File: src/rtl/oled_pixel_streamer.sv
// SSD1331 96x64 OLED frame streamer: sends the address-window prelude, then scans the
// pixel generators in raster order and shifts each RGB565 word out over SPI mode 0.
module oled_pixel_streamer #(
    parameter int WIDTH      = 96,
    parameter int HEIGHT     = 64,
    parameter int CLK_DIV    = 2,
    parameter int GAP_CYCLES = 16
) (
    input  logic        clk25,
    input  logic        rst_n,
    input  logic        enable,
    output logic [12:0] pixel_index,
    input  logic [15:0] color,
    output logic        cs_n,
    output logic        sclk,
    output logic        mosi,
    output logic        dc,
    output logic        frame_begin,
    output logic        busy
);

    localparam int NPIX = WIDTH * HEIGHT;
    localparam int PW   = $clog2(2 * CLK_DIV);
    localparam int GW   = $clog2(GAP_CYCLES + 1);

    localparam logic [12:0]   LAST_PIX   = 13'(NPIX - 1);
    localparam logic [PW-1:0] PHASE_LAST = PW'(2 * CLK_DIV - 1);
    localparam logic [PW-1:0] PHASE_HIGH = PW'(CLK_DIV);
    localparam logic [GW-1:0] GAP_LAST   = GW'(GAP_CYCLES - 1);

    // Column window 0..WIDTH-1, then row window 0..HEIGHT-1, shifted MSB first.
    localparam logic [47:0] CMD_WORD = {8'h15, 8'h00, 8'(WIDTH - 1),
                                        8'h75, 8'h00, 8'(HEIGHT - 1)};

    typedef enum logic [2:0] {
        S_IDLE,
        S_CMD,
        S_FETCH,
        S_PIX,
        S_GAP
    } state_t;

    state_t        state_q, state_d;
    logic [PW-1:0] phase_q, phase_d;
    logic [5:0]    bit_cnt_q, bit_cnt_d;
    logic [47:0]   shift_q, shift_d;
    logic [GW-1:0] cnt_q, cnt_d;
    logic [12:0]   pix_q, pix_d;
    logic          cs_n_q, cs_n_d;
    logic          sclk_q, sclk_d;
    logic          mosi_q, mosi_d;
    logic          dc_q, dc_d;
    logic          fb_q, fb_d;
    logic          busy_q, busy_d;

    logic bit_done;
    logic last_bit;

    assign bit_done = (phase_q == PHASE_LAST);
    assign last_bit = bit_done && (bit_cnt_q == 6'd0);

    // NOTE: every signal assigned here gets a default first, so no path can infer a latch.
    always_comb begin
        state_d   = state_q;
        phase_d   = phase_q;
        bit_cnt_d = bit_cnt_q;
        shift_d   = shift_q;
        cnt_d     = cnt_q;
        pix_d     = pix_q;
        cs_n_d    = cs_n_q;
        sclk_d    = 1'b0;
        mosi_d    = mosi_q;
        dc_d      = dc_q;
        fb_d      = 1'b0;
        busy_d    = busy_q;

        case (state_q)
            S_IDLE: begin
                cs_n_d = 1'b1;
                dc_d   = 1'b0;
                mosi_d = 1'b0;
                busy_d = 1'b0;
                pix_d  = 13'd0;
                if (enable) begin
                    state_d   = S_CMD;
                    cs_n_d    = 1'b0;
                    busy_d    = 1'b1;
                    fb_d      = 1'b1;
                    shift_d   = CMD_WORD;
                    bit_cnt_d = 6'd47;
                    phase_d   = '0;
                    mosi_d    = CMD_WORD[47];
                end
            end

            S_CMD, S_PIX: begin
                if (last_bit) begin
                    phase_d = '0;
                    cnt_d   = '0;
                    mosi_d  = 1'b0;
                    if (state_q == S_PIX && pix_q == LAST_PIX) begin
                        state_d = S_GAP;
                        cs_n_d  = 1'b1;
                        dc_d    = 1'b0;
                        pix_d   = 13'd0;
                    end else begin
                        state_d = S_FETCH;
                        dc_d    = 1'b1;
                        if (state_q == S_PIX) begin
                            pix_d = pix_q + 13'd1;
                        end
                    end
                end else if (bit_done) begin
                    // Falling edge of sclk: advance to the next bit while sclk returns low.
                    shift_d   = shift_q << 1;
                    bit_cnt_d = bit_cnt_q - 6'd1;
                    phase_d   = '0;
                    mosi_d    = shift_q[46];
                end else begin
                    phase_d = phase_q + 1'b1;
                    sclk_d  = (phase_d >= PHASE_HIGH);
                end
            end

            S_FETCH: begin
                dc_d = 1'b1;
                // color trails pixel_index by one register stage, so it is valid on the second edge.
                if (cnt_q == '0) begin
                    cnt_d = GW'(1);
                end else begin
                    state_d   = S_PIX;
                    shift_d   = {color, 32'd0};
                    bit_cnt_d = 6'd15;
                    phase_d   = '0;
                    mosi_d    = color[15];
                end
            end

            S_GAP: begin
                cs_n_d = 1'b1;
                dc_d   = 1'b0;
                mosi_d = 1'b0;
                pix_d  = 13'd0;
                if (cnt_q == GAP_LAST) begin
                    state_d = S_IDLE;
                    busy_d  = 1'b0;
                end else begin
                    cnt_d = cnt_q + 1'b1;
                end
            end

            default: begin
                state_d = S_IDLE;
            end
        endcase
    end

    // NOTE: state registers use non-blocking assignments so every flop samples pre-edge values.
    always_ff @(posedge clk25 or negedge rst_n) begin
        if (!rst_n) begin
            state_q   <= S_IDLE;
            phase_q   <= '0;
            bit_cnt_q <= 6'd0;
            shift_q   <= 48'd0;
            cnt_q     <= '0;
            pix_q     <= 13'd0;
            cs_n_q    <= 1'b1;
            sclk_q    <= 1'b0;
            mosi_q    <= 1'b0;
            dc_q      <= 1'b0;
            fb_q      <= 1'b0;
            busy_q    <= 1'b0;
        end else begin
            state_q   <= state_d;
            phase_q   <= phase_d;
            bit_cnt_q <= bit_cnt_d;
            shift_q   <= shift_d;
            cnt_q     <= cnt_d;
            pix_q     <= pix_d;
            cs_n_q    <= cs_n_d;
            sclk_q    <= sclk_d;
            mosi_q    <= mosi_d;
            dc_q      <= dc_d;
            fb_q      <= fb_d;
            busy_q    <= busy_d;
        end
    end

    assign pixel_index = pix_q;
    assign cs_n        = cs_n_q;
    assign sclk        = sclk_q;
    assign mosi        = mosi_q;
    assign dc          = dc_q;
    assign frame_begin = fb_q;
    assign busy        = busy_q;

endmodule

File: config.mk
export PLATFORM = sky130hd
export DESIGN_NAME = oled_pixel_streamer
export DESIGN_NICKNAME = d
export VERILOG_FILES = /design/src/rtl/oled_pixel_streamer.sv
export SDC_FILE = /design/constraint.sdc
export NUM_CORES = 1
export LEC_CHECK = 0
export CORE_MARGIN = 2
export CORE_UTILIZATION = 40
export CTS_CLUSTER_SIZE = 16
export DETAILED_ROUTE_END_ITERATION = 7
export RECOVER_POWER = 50
export SYNTH_ARGS = -nofsm -noshare
export SYNTH_HDL_FRONTEND = slang
export SYNTH_SLANG_ARGS = --single-unit
File: constraint.sdc
create_clock -name clk25 -period 2.86 [get_ports clk25]
set_input_delay 0.858 -clock clk25 [delete_from_list [all_inputs] [get_ports clk25]]
set_output_delay 0.858 -clock clk25 [all_outputs]
set_load 0.05 [all_outputs]
==> summary.md <==
| Metric | Value |
|---|---|
| Initial core utilization | roughly two fifths |
| Final #Nets | about 480 |
| CTS sink count | a little over 80 |
| Clock Latency Late Sink | 0.35 ns |
| Asr flop ratio synth | 100% |
| Critical path buffers and inverters | 1 |
| DR vias | 3,139 |
| Initial antenna violation count | 0 |
| Final Non-Filler Cells | 587 |
| First-pass GRT wire length | about 15,000 µm |
| Top FF cell, synth | dfrtp_1 |
| Total detailed-routing wirelength | between 8000 and 9000 µm |
| Area of placed instances | ~4600 µm² |
| Final Instance Area | around 4700 µm² |
| Fin. Hold Viols | 0 |
| Sequential fraction of the synthesis area | between 50% and 60% |
| Reg2Reg Setup Slack | ~0.45 ns |
| Row count | 36 |
| Final Setup Violations | 0 |
| Post-synth EDFFs | 0 |
| Chip width | approximately 100 µm |
| CP delay by family, top | buffers and inverters |
| Clock Root Buffer | clkbuf_8 |
| Kind of critical path | flop to output pin |
| Cells after Synth | around 420 |
| Slew @ Worst Pin | 1.03 ns |
| Share of layout cells above drive strength 1 | ~9.7% |
| DR DRC count | 0 |
| Cell leakage power | about 2.2 nW |
| Drt pass-1 iters | 4 |
| Gpl congestion | 0.745 |
| Outcome | finished, final reports clean |
| Routed vias/inst | roughly 5.3 |
| CP endpoint kind | output pin |
| CTS H-tree lvls | 3 |
| Hold path start | shift_q[0]$_DFFE_PN0P_ |
| RSZ-0062 raised after global routing | no |
| Register Area | slightly above 2000 µm² |
| Pins over their slew limit | 0 |
| Max Cap Violations | 0 |
| Grt ovf | 0 |
| Worst min path class | flop to flop |
| Post-CTS setup buffers | 0 |
| Global router's overall resource usage | between 10% and 20% |
| Commonest non-fill, non-tap cell in the layout | dfrtp_1 |
| Critical Path RT | ~2 ns |
| Number of hold buffers added after cts | 0 |
| Initial DRC Count | 112 |
| Multi-input logic area | 1730 µm² |
| Delay of the slowest critical-path stage | 0.80 ns |
| Crit path cell chain | clkdlybuf4s50_1 |
| Reg2reg start | bit_cnt_q[2]$_DFFE_PN0P_ |
| Pin count of the biggest net entering global routing | ~40 |
| Slowest cell on the critical path | clkdlybuf4s50_1 |
| Tcrit/Tclk final | between 80 and 90% |
| Max_slew headroom | 31.1% |
| Clock skew | between 0.01 and 0.015 ns |
| Vias in the first global route | 3,057 |
| Peak VDD IR | between 0.2 and 0.3 mV |
| Worst Path Max Fanout | 3 |
| Syn avg cell area | about 9.7 µm² |
| Clock Pin Slew Worst Setup and Hold Paths | roughly 0.09 ns |
| Seq cells post-synth | 82 |
| Total Neg Setup Slack | 0 ns |
| DP HPWL | around 5700 µm |
| WL per Instance | approximately 15 µm |
| N_diodes | 0 |
| Post-cts gate resize count | 0 |
| PwrDens | roughly 450 nW/µm² |
| IO Count | 38 |
| Dpl cells | about 570 |
| Synth warn | 0 |
| Arr. time, crit path | between 1.5 and 2 ns |
| CTS tree | yes |
| Synthesized net count | approximately 440 |
| Crit path from | cs_n$_DFFE_PN1P_ |
| Area delta synth->final | 16.8% |
| Antenna viol nets, final | 0 |
| Fillers | roughly 940 |
| Fin crit period | about 2.6 ns |
| Port bufs | 37 |
| CP startpoint kind | flop |
| Total CTS buffers | 9 |
| Core Area | just under 10,000 µm² |
| Unique masters post-synth | 51 |
| Area of the die | 10,900 µm² |
| DIE HEIGHT | between 100 and 150 µm |
| F_max | between 300 and 400 MHz |
| Commonest non-fill, non-tap cells in the layout | dfrtp_1 (81), o21ai_0 (68), nand2_1 (42) |
| Cell area after synthesis | 4040 µm² |
| Max Buffers Root-to-Sink | 2 |
## cells in the mapped netlist, types with 4 or more instances
library cell  number  share of area, %
nand3_1            7              0.87
inv_1             27               2.5
mux2_2             7               2.0
a21oi_1           27               3.3
o22ai_1            4              0.62
clkbuf_1          21               2.0
and3_1             5              0.77
o21ai_0           68               8.4
nand4_1            6              0.93
nor2_1             6              0.56
nor2b_1            6              0.93
a22oi_1           12               2.2
and2_1             6              0.93
nand2_1           42               3.9
nor3_1            10               1.2
ha_1               7               2.2
dfrtp_1           81                50
mux2i_1           23               5.7
xor2_1             4              0.87
## worst reg2reg max path: cells and delay by family, from the launching register on
family / cells / cell delay [ns]
multiplexers: 1 / 0.39
flip-flops: 1 / 0.44
AND/OR/NAND/NOR: 2 / 1.10
AO/OA/AOI/OAI: 1 / 0.37
## per-layer routing
layer / track usage [%] / vias up / routed length (µm)
li1: - / 1531 / -
met1: 24.1 / 1534 / 4240
met2: 26.2 / 66 / 4080
met3: 3.51 / 8 / 400
met4: 6.47 / 0 / 106
met5: 0 / - / 0
## through the flow
stage / hold WS, ns / total power (W) / util, % / setup slack (ns)
after floorplan: 0.450 / 0.00130 / - / 0.676
after detailed placement: 0.471 / 0.00137 / 46.6 / 0.0836
after global placement: 0.462 / 0.00137 / 46.6 / 0.107
after CTS: 0.491 / 0.00217 / 48.5 / 0.263
final: 0.497 / 0.00214 / 48.3 / 0.291
after global routing: 0.511 / 0.00224 / 48.3 / 0.247
## cell families (layout without fill, tap and decap cells)
| kind of cell | Yosys count | in the layout | share of synthesized area, % |
|---|---|---|---|
| multiplexers | 30 | 30 | 7.65 |
| AO/OA/AOI/OAI | 131 | 131 | 18.7 |
| adder cells (fa/ha/maj) | 7 | 7 | 2.17 |
| AND/OR/NAND/NOR | 106 | 106 | 13.7 |
| XOR/XNOR | 4 | 4 | 0.867 |
| buffers and inverters | 57 | 94 | 6.10 |
| flip-flops | 82 | 82 | 50.8 |
## report_power, final
| group | switching (W) | leakage, nW | internal [W] |
|---|---|---|---|
| logic | 0.0000620 | 1.08 | 0.0000566 |
| clock network | 0.000449 | 0.0972 | 0.000349 |
| registers | 0.0000297 | 0.995 | 0.00119 |
| total | 0.000541 | 2.17 | 0.00160 |
## cell type report
type,instances,area share (%)
tap,133,3.53
clock buffer,10,2.92
clock inverter,6,1.03
timing repair buffer,51,10.1
multi-input combinational,278,36.7
inverter,27,2.15
sequential,82,43.5
## state kept, by name, indices dropped and copies added, names as in the netlist
register	cells
shift_q	47
pixel_index	13
bit_cnt_q	6
cnt_q	5
state_q	3
phase_q	2
busy	1
cs_n	1
dc	1
frame_begin	1
mosi	1
sclk	1
## final timing paths
kind,endpoint,cells past startpoint
worst min-delay path,shift_q[0]$_DFFE_PN0P_,1
max in group asynchronous,shift_q[30]$_DFFE_PN0P_,2
worst max register to register,cnt_q[4]$_DFFE_PN0P_,4
worst max-delay path,cs_n,1
min in group asynchronous,pixel_index[8]$_DFFE_PN0P_,1
worst min register to register,shift_q[0]$_DFFE_PN0P_,1
Note: power is estimated with default switching activity, not from simulation.
